### src/rtl/init_seq_pkg.sv
// Shared types and helpers for the multi-channel power-on init sequencer.
// Latency: n/a (declarations only).
// Backpressure: n/a.
//
// Contents:
//   state_t       sequencer state encoding
//   SIM_TIME_EXP  timer exponent used in simulation mode (16-cycle waits)
//   err_flag_pos  bit position of the error flag inside the error info bus
//   eff_exp       selects the effective timer exponent for a configured wait
package init_seq_pkg;

    typedef enum logic [2:0] {
        ST_PWR      = 3'd0,
        ST_ASSERT   = 3'd1,
        ST_WAIT_ACK = 3'd2,
        ST_GAP      = 3'd3,
        ST_DONE     = 3'd4,
        ST_ERR      = 3'd5
    } state_t;

    localparam logic [4:0] SIM_TIME_EXP = 5'd4;

    // The error flag occupies the MSB of the error info bus; the channel
    // index is packed below it.
    function automatic int unsigned err_flag_pos(input int unsigned wd_err_info);
        return wd_err_info - 1;
    endfunction

    // Simulation mode collapses every wait to 2^SIM_TIME_EXP cycles so that
    // a full sequence can be observed in a few hundred cycles.
    function automatic logic [4:0] eff_exp(input int unsigned sim_able,
                                           input int unsigned nb_time);
        return (sim_able != 0) ? SIM_TIME_EXP : 5'(nb_time);
    endfunction

endpackage

### src/rtl/init_seq_timer.sv
// Shared dwell timer: 32-bit up-counter with synchronous clear and a terminal flag at 2^exp-1.
// Latency: tc is combinational from the counter register; clear takes effect on the next edge.
// Backpressure: none; run=0 freezes the count, clr has priority over run.
//
// Ports:
//   clk, rst_n  clock and asynchronous active-low reset
//   clr         clear the count to 0 on the next edge
//   run         advance the count by one on the next edge
//   exp         runtime-selected exponent (0..31) of the current dwell
//   tc          high while the count equals 2^exp-1
module init_seq_timer (
    input  logic       clk,
    input  logic       rst_n,
    input  logic       clr,
    input  logic       run,
    input  logic [4:0] exp,
    output logic       tc
);

    logic [31:0] cnt;
    logic [31:0] limit;

    // exp=31 gives 2^31-1, which still fits the 32-bit counter.
    assign limit = (32'd1 << exp) - 32'd1;
    assign tc    = (cnt == limit);

    always_ff @(posedge clk or negedge rst_n) begin
        if (!rst_n) begin
            cnt <= '0;
        end else if (clr) begin
            cnt <= '0;
        end else if (run) begin
            cnt <= cnt + 32'd1;
        end
    end

endmodule

### src/rtl/init_seq_multi.sv
// Power-on init sequencer: settle wait, then releases NB_CHN channels one at a time with optional ack/timeout and gaps.
// Latency: all outputs registered; an output change appears one edge after the condition that causes it.
// Backpressure: none; i_init_done is the only handshake, bounded by the ack timeout.
//
// Ports:
//   i_sys_clk, i_sys_resetn  clock and asynchronous active-low reset
//   i_init_restart           synchronous restart, highest priority, level-sampled
//   i_init_done[NB_CHN]      per-channel ack; only the bit of the current channel is looked at
//   o_init_en[NB_CHN]        cumulative per-channel enable
//   o_init_update[NB_CHN]    one-cycle release pulse for the channel being enabled
//   o_init_busy              sequence in progress (PWR/ASSERT/WAIT_ACK/GAP)
//   o_init_all_done          every channel released and acknowledged
//   m_err_init_info1         {timeout flag, failing channel index}
module init_seq_multi
    import init_seq_pkg::*;
#(
    parameter int unsigned MD_SIM_ABLE  = 0,
    parameter int unsigned MD_ACK_ABLE  = 1,
    parameter int unsigned NB_CHN       = 4,
    parameter int unsigned NB_INIT_TIME = 28,
    parameter int unsigned NB_STEP_TIME = 20,
    parameter int unsigned NB_TOUT_TIME = 24,
    parameter int unsigned WD_ERR_INFO  = 4
) (
    input  logic                   i_sys_clk,
    input  logic                   i_sys_resetn,
    input  logic                   i_init_restart,
    input  logic [NB_CHN-1:0]      i_init_done,
    output logic [NB_CHN-1:0]      o_init_en,
    output logic [NB_CHN-1:0]      o_init_update,
    output logic                   o_init_busy,
    output logic                   o_init_all_done,
    output logic [WD_ERR_INFO-1:0] m_err_init_info1
);

    localparam int unsigned WD_K      = (NB_CHN > 1) ? $clog2(NB_CHN) : 1;
    localparam int unsigned ERR_POS   = err_flag_pos(WD_ERR_INFO);
    localparam logic [4:0]  EXP_INIT  = eff_exp(MD_SIM_ABLE, NB_INIT_TIME);
    localparam logic [4:0]  EXP_STEP  = eff_exp(MD_SIM_ABLE, NB_STEP_TIME);
    localparam logic [4:0]  EXP_TOUT  = eff_exp(MD_SIM_ABLE, NB_TOUT_TIME);
    localparam logic [WD_K-1:0] K_LAST = WD_K'(NB_CHN - 1);
    localparam bit          ACK_EN    = (MD_ACK_ABLE != 0);

    state_t                 state;
    state_t                 state_nxt;
    logic [WD_K-1:0]        k;
    logic [WD_K-1:0]        k_nxt;

    logic                   tmr_clr;
    logic                   tmr_run;
    logic [4:0]             tmr_exp;
    logic                   tmr_tc;

    logic [NB_CHN-1:0]      onehot_k;
    logic [NB_CHN-1:0]      en_nxt;
    logic [NB_CHN-1:0]      upd_nxt;
    logic                   busy_nxt;
    logic                   all_done_nxt;
    logic [WD_ERR_INFO-1:0] err_nxt;

    // ------------------------------------------------------------------
    // Shared dwell timer. Every state change (and every restart, even one
    // that re-enters PWR from PWR) restarts the count from zero, so each
    // state's dwell is measured from its own entry.
    // ------------------------------------------------------------------
    always_comb begin
        tmr_exp = EXP_STEP;
        case (state)
            ST_PWR:      tmr_exp = EXP_INIT;
            ST_WAIT_ACK: tmr_exp = EXP_TOUT;
            ST_GAP:      tmr_exp = EXP_STEP;
            default:     tmr_exp = EXP_STEP;
        endcase
    end

    assign tmr_clr = i_init_restart || (state_nxt != state);
    // Terminal states hold the count still; nothing there depends on it.
    assign tmr_run = (state != ST_DONE) && (state != ST_ERR);

    init_seq_timer u_timer (
        .clk   (i_sys_clk),
        .rst_n (i_sys_resetn),
        .clr   (tmr_clr),
        .run   (tmr_run),
        .exp   (tmr_exp),
        .tc    (tmr_tc)
    );

    // ------------------------------------------------------------------
    // State and channel-index register
    // ------------------------------------------------------------------
    always_ff @(posedge i_sys_clk or negedge i_sys_resetn) begin
        if (!i_sys_resetn) begin
            state <= ST_PWR;
            k     <= '0;
        end else begin
            state <= state_nxt;
            k     <= k_nxt;
        end
    end

    // ------------------------------------------------------------------
    // Next-state logic
    // ------------------------------------------------------------------
    always_comb begin
        state_nxt = state;
        k_nxt     = k;
        if (i_init_restart) begin
            state_nxt = ST_PWR;
            k_nxt     = '0;
        end else begin
            case (state)
                ST_PWR: begin
                    if (tmr_tc) begin
                        state_nxt = ST_ASSERT;
                    end
                end
                ST_ASSERT: begin
                    state_nxt = ACK_EN ? ST_WAIT_ACK : ST_GAP;
                end
                ST_WAIT_ACK: begin
                    // Ack is tested first so that an ack landing on the
                    // timeout edge still counts as success.
                    if (i_init_done[k]) begin
                        state_nxt = ST_GAP;
                    end else if (tmr_tc) begin
                        state_nxt = ST_ERR;
                    end
                end
                ST_GAP: begin
                    if (tmr_tc) begin
                        if (k == K_LAST) begin
                            state_nxt = ST_DONE;
                        end else begin
                            state_nxt = ST_ASSERT;
                            k_nxt     = k + WD_K'(1);
                        end
                    end
                end
                ST_DONE: state_nxt = ST_DONE;
                ST_ERR:  state_nxt = ST_ERR;
                default: begin
                    state_nxt = ST_PWR;
                    k_nxt     = '0;
                end
            endcase
        end
    end

    // ------------------------------------------------------------------
    // Output values for the next cycle, derived from the next state so the
    // registered outputs line up with the state register (Moore timing
    // without an extra cycle of lag).
    // ------------------------------------------------------------------
    always_comb begin
        onehot_k           = '0;
        onehot_k[k_nxt]    = 1'b1;
        en_nxt             = o_init_en;
        upd_nxt            = '0;
        err_nxt            = '0;
        busy_nxt           = (state_nxt == ST_PWR)      || (state_nxt == ST_ASSERT) ||
                             (state_nxt == ST_WAIT_ACK) || (state_nxt == ST_GAP);
        all_done_nxt       = (state_nxt == ST_DONE);
        if (i_init_restart) begin
            en_nxt = '0;
        end else if (state_nxt == ST_ASSERT) begin
            en_nxt  = o_init_en | onehot_k;
            upd_nxt = onehot_k;
        end else if (state_nxt == ST_ERR) begin
            // Withdraw only the channel that failed to ack; earlier
            // channels completed and stay enabled.
            en_nxt  = o_init_en & ~onehot_k;
            err_nxt = {1'b1, ERR_POS'(k_nxt)};
        end
    end

    always_ff @(posedge i_sys_clk or negedge i_sys_resetn) begin
        if (!i_sys_resetn) begin
            o_init_en        <= '0;
            o_init_update    <= '0;
            o_init_busy      <= 1'b0;
            o_init_all_done  <= 1'b0;
            m_err_init_info1 <= '0;
        end else begin
            o_init_en        <= en_nxt;
            o_init_update    <= upd_nxt;
            o_init_busy      <= busy_nxt;
            o_init_all_done  <= all_done_nxt;
            m_err_init_info1 <= err_nxt;
        end
    end

endmodule

### config.mk
export PLATFORM = sky130hd
export DESIGN_NAME = init_seq_multi
export DESIGN_NICKNAME = d
export VERILOG_FILES = /design/src/rtl/init_seq_pkg.sv /design/src/rtl/init_seq_timer.sv /design/src/rtl/init_seq_multi.sv
export SDC_FILE = /design/constraint.sdc
export NUM_CORES = 1
export LEC_CHECK = 0
export CAP_MARGIN = 40
export CORE_ASPECT_RATIO = 1.1
export CORE_UTILIZATION = 55
export CTS_BUF_LIST = sky130_fd_sc_hd__clkbuf_8
export CTS_CLUSTER_SIZE = 30
export DETAILED_ROUTE_END_ITERATION = 16
export PLACE_DENSITY = 0.78
export SYNTH_ARGS = -nofsm -noshare
export SYNTH_HDL_FRONTEND = slang
export SYNTH_SLANG_ARGS = --single-unit
### constraint.sdc
create_clock -name i_sys_clk -period 2.5 [get_ports i_sys_clk]
set_input_delay 0.5 -clock i_sys_clk [delete_from_list [all_inputs] [get_ports i_sys_clk]]
set_output_delay 0.5 -clock i_sys_clk [all_outputs]
set_load 0.02 [all_outputs]
==> results of run 1 <==
[per-stage QoR]
stage                     power [uW]  hold WS, ps  util, %  instance area (sq um)  setup TNS [ps]
final                           1390          160     78.1                   3930           -3270
after global routing            1440          160     78.1                   3930           -6250
after CTS                       1380          168     74.4                   3750           -1350
after detailed placement         910          508     70.3                   3540           -7880
after global placement           907          505     70.3                   3540           -4380
after floorplan                  863          204        -                   2900           -3970
[cells in the mapped netlist (3+ instances only)]
| master | number | area share (%) |
|---|---|---|
| a211oi_2 | 22 | 9.6 |
| a21oi_1 | 13 | 2.3 |
| and2_1 | 4 | 0.87 |
| and4_1 | 5 | 1.5 |
| buf_2 | 6 | 1.0 |
| clkbuf_1 | 8 | 1.0 |
| dfrtp_1 | 50 | 43 |
| inv_1 | 11 | 1.4 |
| mux2i_1 | 5 | 1.7 |
| nand2_1 | 20 | 2.6 |
| nand3_1 | 9 | 1.6 |
| nand4_1 | 9 | 2.0 |
| nor2_1 | 15 | 2.0 |
| nor2b_1 | 4 | 0.87 |
| nor3_1 | 9 | 1.6 |
| nor4_1 | 12 | 2.6 |
| o21ai_0 | 3 | 0.52 |
| o221ai_1 | 8 | 2.4 |
| xnor2_1 | 16 | 4.9 |
| xor2_1 | 16 | 4.9 |
[final timing paths]
| path | slack, ps | to | from | cells after the start |
|---|---|---|---|---|
| max | -130 | u_timer.cnt[12]$_DFFE_PN0P_ | u_timer.cnt[3]$_DFFE_PN0P_ | 7 |
| min | 160 | o_init_en[1]$_DFFE_PN0P_ | i_sys_resetn | 2 |
| max reg2reg | -130 | u_timer.cnt[12]$_DFFE_PN0P_ | u_timer.cnt[3]$_DFFE_PN0P_ | 7 |
| min reg2reg | 570 | o_init_en[1]$_DFFE_PN0P_ | o_init_en[1]$_DFFE_PN0P_ | 2 |
| max in group asynchronous | 2110 | u_timer.cnt[20]$_DFFE_PN0P_ | i_sys_resetn | 2 |
| min in group i_sys_clk | 570 | o_init_en[1]$_DFFE_PN0P_ | o_init_en[1]$_DFFE_PN0P_ | 2 |
[final cells by class]
cell class,count,area (sq um),area share (%)
Clock buffer,5,68.8,1.75
Clock inverter,3,21.3,0.541
Inverter,11,41.3,1.05
Multi-Input combinational cell,203,1670,42.4
Sequential cell,50,1250,31.8
Tap cell,58,72.6,1.85
Timing Repair Buffer,86,808,20.6
[layer usage]
metal | vias to the layer above | wire, um
met5 | - | 0
met4 | 0 | 199
met3 | 23 | 371
met2 | 88 | 4060
met1 | 1288 | 3110
li1 | 1188 | -
[state kept, by name (all words and copies together) (netlist names)]
name,flops
state,3
k,2
o_init_en,4
m_err_init_info1,3
u_timer.cnt,32
o_init_all_done,1
o_init_update,4
o_init_busy,1
[worst max-delay path, delay by kind of cell (launching register included)]
kind	cells	cell delay, ps
flops	1	360
compound gates	2	480
mux	1	330
simple gates	3	1210
buf+inv	1	160
[cells by family after synthesis]
group / Yosys count
AO/OA/AOI/OAI: 61
XOR/XNOR: 32
adder cells (fa/ha/maj): 1
buffers and inverters: 31
flip-flops: 50
multiplexers: 7
other: 1
AND/OR/NAND/NOR: 101
[where the power goes]
part	switching, uW	internal [uW]	leakage [uW]	total (uW)
logic	58.6	39.5	0.000900	98.2
registers	5.67	812	0.000691	818
clock network	279	197	0.0000441	476
[repair_timing]
action,in CTS,in global routing
setup buffers,3,0
gates resized for setup,19,19
pin swaps,7,4
cloned,0,4
hold buffers,0,0
endpoints found under the setup margin,39,43
==> results.toml, run 1 <==
[global_route]
grt_start_max_net_pins = 51
grt_use_met3_pct = 4.16
met2_usage_pct = 45.6
grt_first_pass_wirelength_um = 11400
busiest_layer = "met2"
met1_usage_pct = 33.2
antenna_found_initial = 0
track_usage_pct = 26.5
overflow = 0
first_global_vias = 2456

[yosys]
synth_nets = 292
netlist_instances = 284
async_flop_share_pct = 100
synth-seq-cells = 50
syn_area_per_cell_sq_um = 10.1
synth_area_sq_um = 2880
yosys_most_used_dff = "dfrtp_1"
synthXorXnorAreaFrac_pct = 9.73
synth_compound_area_share_pct = 18.8
yosysUniqueCellTypes = 50
synthMuxAreaShare_pct = 3.04
yosysSeqAreaShare_pct = 43.4
synthAdderAreaFrac_pct = 0.434
ys_warn_count = 0
synth_edf_count = 0
synth_top_family_by_area = "simple AND/OR/NAND/NOR gates"
yosys.area_share.simple_pct = 19.4

[cts]
cts_tree = "done"
cts_buffers = 5
cts_sinks = 50
insertion_delay_ps = 310
clockBufferDepth = 2
htree_levels = 2
path_clk_slew_ps = 100
cts_root_buffer = "clkbuf_8"

[timing]
min_period_ps = 2630
max_freq_ghz = 0.380
timing.final.crit_share_pct = 105
tightest_slew_ps = 510
rsz0062_at_grt = "true"
finClkSkew_ps = 11.1
setup_ws_ps = -130
hold_viol_final = 0
drv_slew = 0
setup_viol = 40
maxSlewHeadroom_pct = 65.0

[critical_path]
slowest_delay_ps = 590
slowest_stage = "or4_4"
crit_arrival_ps = 2850
crit_top_cell = "or4_4"
worst_ep_required_time_ps = 2720
crit_chain = "nand4_1 -> or4_4 -> or4_4 -> mux2_4 -> a21o_4 -> buf_6 -> a211oi_4"
crit_type = "reg2reg"
worstPathMaxFanout = 7
cp-start-kind = "flop"
end_kind = "flop"

[die]
die_y_um = 77.9
start_util_pct = 57.2
die_x_um = 71.0
io_pins = 21
dieArea_sq_um = 5530
rows = 27
core-area_sq_um = 5030

[route]
ant_nets = 0
wirelength_um = 7740
wl_per_cell_um = 18.6
drtIter0Drc = 251
vias = 2587
drcViolationCount = 3
first_pass_iters = 13
via_per_inst = 6.22

[outcome]
status = "finished, violations left"
violations = "design-rule violations, negative setup slack"

[finish]
final_cell_mix = "54 x buf_4, 50 x dfrtp_1, 22 x a211oi_2"
final_common_cell = "buf_4"
area_delta_synth_final_pct = 36.4
final_cells = 416
antennaDiodeCount = 0
layout-drive-gt1-share_pct = 36.3
nets = 365
fillers = 328

[power_and_ir_drop]
p_leak_uw = 0.00163
vdd_drop_max_v = 0.000339
p_per_area_nw_per_um2 = 354

[placement]
dp_hpwl_um = 4630
dp_cells = 401
globalplace.congestion = 0.829
portBuffers = 19
dp_slack_ps = -269

[job]
cap_violations = 0

[hold_path]
min_path_type = "in2async"
Power figures use the tool's default switching activity.
==> inputs of run 2 (changes only) <==
--- a/config.mk
+++ b/config.mk
@@ -5,7 +5,7 @@
 export SDC_FILE = /design/constraint.sdc
 export NUM_CORES = 1
 export LEC_CHECK = 0
-export CAP_MARGIN = 40
+export CAP_MARGIN = 30
 export CORE_ASPECT_RATIO = 1.1
 export CORE_UTILIZATION = 55
 export CTS_BUF_LIST = sky130_fd_sc_hd__clkbuf_8
==> results of run 2 <==
No change in the layout: final DEF, timing and power equal those of run 1.
